[src/rtl/seq_divider.sv]
// Iterative signed divider: restoring shift-subtract on magnitudes,
// then one sign-correction cycle. Quotient to ResultLo, remainder to ResultHi.
module seq_divider #(
  parameter int WIDTH = 32
) (
  input  logic             clock,
  input  logic             clear,
  input  logic             start,
  input  logic [WIDTH-1:0] RA,
  input  logic [WIDTH-1:0] RB,
  output logic             busy,
  output logic             done,
  output logic [WIDTH-1:0] quotient,
  output logic [WIDTH-1:0] remainder,
  output logic             div_by_zero
);

  localparam int CW = $clog2(WIDTH) + 1;

  typedef enum logic [1:0] {
    IDLE,
    RUN,
    FIX
  } state_t;

  state_t           state;
  logic [WIDTH-1:0] divd;
  logic [WIDTH-1:0] dvsr;
  logic [WIDTH-1:0] rem;
  logic [CW-1:0]    count;
  logic             sign_q;
  logic             sign_r;
  logic             dbz;

  logic [WIDTH-1:0] ra_mag;
  logic [WIDTH-1:0] rb_mag;
  logic [WIDTH:0]   shifted;
  logic [WIDTH:0]   diff;

  // Unsigned magnitude: -2^(WIDTH-1) maps exactly to 2^(WIDTH-1)
  always_comb begin
    ra_mag  = RA[WIDTH-1] ? -RA : RA;
    rb_mag  = RB[WIDTH-1] ? -RB : RB;
    shifted = {rem, divd[WIDTH-1]};
    diff    = shifted - {1'b0, dvsr};
  end

  always_ff @(posedge clock or posedge clear) begin
    if (clear) begin
      state       <= IDLE;
      divd        <= '0;
      dvsr        <= '0;
      rem         <= '0;
      count       <= '0;
      sign_q      <= 1'b0;
      sign_r      <= 1'b0;
      dbz         <= 1'b0;
      busy        <= 1'b0;
      done        <= 1'b0;
      quotient    <= '0;
      remainder   <= '0;
      div_by_zero <= 1'b0;
    end else begin
      done <= 1'b0;
      unique case (state)
        IDLE: begin
          if (start) begin
            sign_q <= RA[WIDTH-1] ^ RB[WIDTH-1];
            sign_r <= RA[WIDTH-1];
            dvsr   <= rb_mag;
            rem    <= '0;
            count  <= '0;
            busy   <= 1'b1;
            if (RB == '0) begin
              // raw dividend is returned as the remainder
              dbz   <= 1'b1;
              divd  <= RA;
              state <= FIX;
            end else begin
              dbz   <= 1'b0;
              divd  <= ra_mag;
              state <= RUN;
            end
          end
        end
        RUN: begin
          if (!diff[WIDTH]) begin
            rem  <= diff[WIDTH-1:0];
            divd <= {divd[WIDTH-2:0], 1'b1};
          end else begin
            rem  <= shifted[WIDTH-1:0];
            divd <= {divd[WIDTH-2:0], 1'b0};
          end
          count <= count + CW'(1);
          if (count == CW'(WIDTH - 1)) state <= FIX;
        end
        FIX: begin
          if (dbz) begin
            quotient  <= '1;
            remainder <= divd;
          end else begin
            quotient  <= sign_q ? -divd : divd;
            remainder <= sign_r ? -rem : rem;
          end
          div_by_zero <= dbz;
          done        <= 1'b1;
          busy        <= 1'b0;
          state       <= IDLE;
        end
        default: state <= IDLE;
      endcase
    end
  end

endmodule

[config.mk]
export PLATFORM = sky130hd
export DESIGN_NAME = seq_divider
export DESIGN_NICKNAME = d
export VERILOG_FILES = /design/src/rtl/seq_divider.sv
export SDC_FILE = /design/constraint.sdc
export NUM_CORES = 1
export LEC_CHECK = 0
export BUFFER_PORTS_ARGS = -buffer_cell sky130_fd_sc_hd__buf_2
export CAP_MARGIN = 10
export CORE_MARGIN = 2
export CORE_UTILIZATION = 55
export DETAILED_ROUTE_END_ITERATION = 16
export GPL_TIMING_DRIVEN = 1
export MAX_ROUTING_LAYER = met4
export PLACE_DENSITY_LB_ADDON = 0.08
export SLEW_MARGIN = 0
export SYNTH_ARGS = -nofsm -noshare
export SYNTH_HDL_FRONTEND = slang
export SYNTH_SLANG_ARGS = --single-unit
[constraint.sdc]
create_clock -name clock -period 15.7 [get_ports clock]
set_clock_uncertainty 0.15 [all_clocks]
set_input_delay 1.57 -clock clock [delete_from_list [all_inputs] [get_ports clock]]
set_output_delay 1.57 -clock clock [all_outputs]
set_load 0.05 [all_outputs]
# == Yosys cells after proc, flatten, opt, wreduce, memory -nomap -nowiden ==
# Index checks and enable logic that the tools add are counted.
# word_totals
regBits,174
inputBits,67
out_inout_bits,67
wordCells,56
# classes
addsub,6
eq_ne,5
muxes,23
n_bitwise,1
reduce_logical,8
# ops
operator,n
2-to-1 mux 32 bit,10
negator 32 bit,4
one-hot mux 32 bit (2 select lines),2
subtractor 33 x 32 -> 33 bit,1
logical NOT 32 bit,1
one-hot mux 6 bit (2 select lines),1
AND reduction 2 bit,4
"adder 6 x 1 -> 6 bit, second input constant",1
"equality test 6 x 5 -> 1 bit, second input constant",1
2-to-1 mux 2 bit,3
2-to-1 mux 6 bit,1
2-to-1 mux 1 bit,4
"inequality test 2 bit, second input constant",2
one-hot mux 2 bit (2 select lines),1
nonzero test 2 bit,2
"equality test 2 x 1 -> 1 bit, second input constant",1
"equality test 2 bit, second input constant",1
logical NOT 2 bit,1
one-hot mux 1 bit (2 select lines),1
bitwise XOR 1 bit,1

# == Longest topological paths before layout ==
# logic_depth
depth_word,5
ltp_mapped,13
ltp_nobuf,12

# == Worst setup path after synthesis ==
# Ideal clock, no wire load.
# synth_timing
kind,input to register
start,input RB[6]
end,register dvsr[29]
t_arrival_ns,3.803
required_time_ns,15.419
slack_ns,11.617
path_stages,9
path_buffers,0
path_cell_list,or4_4 > or3_4 > or2_1 > or3_4 > nand2b_4 > nand2b_4 > o41ai_4 > xor2_1 > o21ai_1
# synth_via
elab_chain_cells,2
# synth_lines
item,line,rtl
start: declaration,10,"input logic [WIDTH-1:0] RB,"
negator 32 bit,43,rb_mag = RB[WIDTH-1] ? -RB : RB;
2-to-1 mux 32 bit,43,
end signal: assignment,70,dvsr <= rb_mag;
end: declaration,28,logic [WIDTH-1:0] dvsr;
# Every way passes these cells.
# A chain may end at the register's enable or synchronous reset.

# == Final worst setup path ==
# layout_timing
start,input RB[6]
end,register divd[13]
# layout_via
elab_chain_cells,4
# layout_lines
item,line,rtl
logical NOT 32 bit,74,if (RB == '0) begin
2-to-1 mux 32 bit,74,
2-to-1 mux 32 bit,67,if (start) begin
one-hot mux 32 bit (2 select lines),65,unique case (state)
end signal: assignment,81,divd <= ra_mag;
end signal: assignment,89,"divd <= {divd[WIDTH-2:0], 1'b1};"
end signal: assignment,92,"divd <= {divd[WIDTH-2:0], 1'b0};"
end: declaration,27,logic [WIDTH-1:0] divd;
# Every way passes these cells. The select of a mux whose other input is x is not followed.

==> results.py <==
metrics = {
    "layout": {
        "design.final.nets": 1536,
        "footprint_of_the_multi_input_gates_um2": 6424,
        "area.growth.synth_to_final_pct": 12.11,
        "most-common-layout-cells": "sky130_fd_sc_hd__dfrtp_1, sky130_fd_sc_hd__nand2_1, sky130_fd_sc_hd__o21ai_0",
        "most_common_cell_after_layout_fill_and_taps_aside": "sky130_fd_sc_hd__dfrtp_1",
        "final.fill_count": 1838,
        "final_util_pct": 62.62,
        "antenna-diode-count": 0,
        "layout.cells.non_filler": 1713,
        "finish.instance_area_um2": 12630,
        "seq_area_um2": 4355,
        "share_of_post_route_cells_with_drive_strength_above_1_pct": 13.93,
    },
    "place": {
        "gp_routability_congestion": 0.8931,
        "pre_cts_slack_ps": 10950,
        "detailed_place_hpwl_um": 20300,
        "port-buffer-count": 133,
        "placed_cells_incl_taps": 1682,
        "area_after_detailed_placement_um2": 12060,
    },
    "routing": {
        "avgViaCountPerCell": 5.691,
        "detail_route.first_pass.iterations": 5,
        "route.detailed.drc": 0,
        "routedWlPerCell_um": 16.12,
        "route.vias.total": 9748,
        "detailedRoute.firstIterationViolations": 614,
        "final_antenna_net_count": 0,
        "postRouteWirelength_um": 27610,
    },
    "power": {
        "cellLeakagePower_nw": 5.717,
        "power_density_nw_per_um2": 239.7,
        "vdd_ir_drop_max_v": 0.00009995,
        "comb_power_share_pct": 56.2,
        "design_power_total_mw": 3.028,
        "power.internal_mw": 1.520,
        "power.share.sequential_pct": 30.0,
        "p_switching_mw": 1.508,
        "power.switching_fraction_pct": 49.81,
        "clockPowerShare_pct": 13.8,
    },
    "timing": {
        "transition_time_at_the_pin_with_the_least_slew_margin_ps": 1159,
        "final_min_period_over_clock_period_pct": 27.62,
        "timing.final.crit_period_ps": 4337,
        "timing.final.max_slew_violations": 0,
        "slew-limit-headroom_pct": 22.65,
        "finalWorstSetupSlack_ps": 11360,
        "setup_total_negative_slack_ps": 0,
        "unrepaired_setup_endpoints_after_global_routing": "false",
        "finalSetupViolCount": 0,
        "hold-worst-slack_ps": 322.3,
        "max_freq_ghz": 0.2306,
        "report.final.hold_viol_count": 0,
    },
    "synth": {
        "synth_sequential_area_ratio_pct": 38.65,
        "syn_area_per_cell_um2": 8.370,
        "synth_flop_cell": "sky130_fd_sc_hd__dfrtp_1",
        "synth.distinct_cells": 66,
        "ys_async_sr_fraction_pct": 100.0,
        "ys.warnings.count": 0,
        "ys_ff_latch": 174,
        "synthesis.area_um2": 11270,
        "synth-edff-count": 0,
        "postSynthCellCount": 1346,
        "syn_nets": 1451,
    },
    "grt": {
        "via_count_of_the_first_global_routing_pass": 8905,
        "grt_max_degree": 95,
        "groute.usage.overall_pct": 26.71,
        "wire_length_of_the_first_global_routing_pass_um": 45650,
        "antenna_found_initial": 0,
        "grt.overflow.total": 0,
    },
    "critical_path": {
        "setup.worst_path.start_class": "primary input",
        "slowest_library_cell_on_the_worst_path": "sky130_fd_sc_hd__and2_1",
        "required_ps": 15900,
        "reg2regPathDepth": 11,
        "reg2reg_to": "rem[27]",
        "crit_family": "simple AND/OR/NAND/NOR gates",
        "ff2ff_setup_slack_ps": 11370,
        "critical_path_arrival_ps": 4540,
        "path_class": "primary input to register",
        "critical-path-max-stage-delay_ps": 560,
        "worst_reg2reg_startpoint": "divd[31]",
        "timing.critical_path.mode_cell": "sky130_fd_sc_hd__o21ai_1",
        "worst_path_buffer_plus_inverter_count": 1,
        "cp-end-kind": "register",
        "critical_path.max_fanout": 18,
        "critical_path.cell_chain": "buf_2 > or4_4 > or3_4 > nor4_2 > nand4_1 > and2_1 > o21ai_1 > xnor2_1 > o22ai_1 > o21ai_1",
    },
    "min_path": {
        "holdCritPathClass": "register to register",
        "hold_path_depth": 2,
        "min-delay-start": "remainder[0]",
        "timing.hold.worst_endpoint": "remainder[0]",
    },
    "die": {
        "die_w_um": 147.1,
        "floorplan.initialDensity_pct": 55.86,
        "design.core.area_um2": 20170,
        "floorplan.io_pins": 134,
        "die_height_um": 147.1,
        "rows": 52,
        "fp.dieArea_um2": 21640,
    },
    "cts": {
        "clkSlewWorstSetupHoldPaths_ps": 60,
        "postCtsSetupBuffers": 0,
        "clock_sinks": 174,
        "number_of_h_tree_levels": 4,
        "insertion_delay_ps": 430,
        "cts_resized": 0,
        "cts_tree": "done",
        "ctsHoldBuffers": 0,
        "cts_made_buffers": 17,
        "cts_root_buffer": "sky130_fd_sc_hd__clkbuf_16",
        "ctsLongestPathBuffers": 2,
    },
    "job": {
        "timing.max_cap.violations": 0,
    },
    "outcome": {
        "run_status": "finished, final reports clean",
    },
}
[logic make-up after synthesis]
group	Yosys count	share of synthesized area, %
multiplexers	9	0.7997
AO/OA/AOI/OAI	443	23.49
buffers and inverters	129	4.487
flip-flops	174	38.65
XOR/XNOR	148	11.57
adder cells (fa/ha/maj)	38	4.287
AND/OR/NAND/NOR	405	16.71
[how the worst max path moves through the flow]
stage / from / endpoint / slack (ps) / cells after the start
after floorplan: clear / busy / 9260 / 1
after global placement: RB[6] / divd[13] / 11010 / 10
after detailed placement: RB[6] / divd[13] / 10950 / 10
after CTS: RB[6] / divd[13] / 11410 / 10
after global routing: divd[31] / rem[19] / 11110 / 11
final: RB[6] / divd[13] / 11360 / 10
[routing by layer]
layer	global-route usage [%]	wire length, um
met1	37.24	13260
met2	42.29	12880
met5	-	0
met4	5.096	311
met3	3.696	1151
[sequential cells by signal (all words and copies together), names as in the netlist]
register / flops
busy: 1
count: 6
dbz: 1
div_by_zero: 1
divd: 32
done: 1
dvsr: 32
quotient: 32
rem: 32
remainder: 32
sign_q: 1
sign_r: 1
state: 2
[synthesized netlist by cell type (3+ instances only)]
| cell | instances | area, um2 |
|---|---|---|
| sky130_fd_sc_hd__dfrtp_1 | 174 | 4354 |
| sky130_fd_sc_hd__nand2_1 | 164 | 615.6 |
| sky130_fd_sc_hd__o21ai_0 | 159 | 795.8 |
| sky130_fd_sc_hd__a21oi_1 | 129 | 645.6 |
| sky130_fd_sc_hd__nor2_1 | 117 | 439.2 |
| sky130_fd_sc_hd__xor2_1 | 109 | 954.7 |
| sky130_fd_sc_hd__clkbuf_1 | 67 | 251.5 |
| sky130_fd_sc_hd__inv_1 | 51 | 191.4 |
| sky130_fd_sc_hd__xnor2_1 | 38 | 332.8 |
| sky130_fd_sc_hd__ha_1 | 37 | 462.9 |
| sky130_fd_sc_hd__o31ai_1 | 28 | 210.2 |
| sky130_fd_sc_hd__a22oi_1 | 19 | 142.6 |
| sky130_fd_sc_hd__o21ai_1 | 19 | 95.09 |
| sky130_fd_sc_hd__nor3_1 | 15 | 75.07 |
| sky130_fd_sc_hd__or4_1 | 15 | 112.6 |
| sky130_fd_sc_hd__o41ai_1 | 13 | 113.9 |
| sky130_fd_sc_hd__or3_1 | 13 | 81.33 |
| sky130_fd_sc_hd__nand2b_1 | 12 | 75.07 |
| sky130_fd_sc_hd__a32oi_1 | 11 | 96.34 |
| sky130_fd_sc_hd__nand3_1 | 10 | 50.05 |
| sky130_fd_sc_hd__a21o_1 | 9 | 67.56 |
| sky130_fd_sc_hd__mux2i_1 | 9 | 90.09 |
| sky130_fd_sc_hd__nand3b_1 | 9 | 67.56 |
| sky130_fd_sc_hd__a31oi_1 | 8 | 50.05 |
| sky130_fd_sc_hd__o21a_1 | 8 | 60.06 |
| sky130_fd_sc_hd__o22ai_1 | 8 | 50.05 |
| sky130_fd_sc_hd__or2_2 | 8 | 50.05 |
| sky130_fd_sc_hd__nor4_1 | 7 | 43.79 |
| sky130_fd_sc_hd__nand4_1 | 6 | 37.54 |
| sky130_fd_sc_hd__nor2b_1 | 6 | 37.54 |
| sky130_fd_sc_hd__buf_1 | 5 | 18.77 |
| sky130_fd_sc_hd__nor3b_1 | 5 | 37.54 |
| sky130_fd_sc_hd__a211o_1 | 3 | 26.28 |
| sky130_fd_sc_hd__and2_1 | 3 | 18.77 |
| sky130_fd_sc_hd__and3_1 | 3 | 18.77 |
| sky130_fd_sc_hd__o21bai_1 | 3 | 22.52 |
| sky130_fd_sc_hd__o41ai_2 | 3 | 48.80 |
| sky130_fd_sc_hd__or2_1 | 3 | 18.77 |
[worst reg2reg max path: cells and delay by family, from the launching register on]
kind / cells / cell delay (ps)
DFF: 1 / 460
xor gates and xnor gates: 1 / 550
and+or+nand+nor: 3 / 960
adders and majority gates: 2 / 650
buffers and inverters: 1 / 160
AOI/OAI and AO/OA: 4 / 1320
[final cells by class]
class	instances	share of cell area, %
clock buffer	18	3.398
tap	270	2.675
timing repair buffer	143	5.865
clock inverter	13	1.129
sequential	174	34.49
multi-input combinational	1043	50.86
inverter	52	1.585
[power groups by stage]
stage / Sequential, mW / Clock (mW) / Combinational (mW)
after floorplan: 1.11 / 0 / 1.09
after global placement: 0.905 / 0 / 1.67
after detailed placement: 0.911 / 0 / 1.69
after CTS: 0.903 / 0.425 / 1.70
after global routing: 0.942 / 0.444 / 1.89
final: 0.909 / 0.419 / 1.70
No activity file was read; power rests on OpenSTA's default activity.
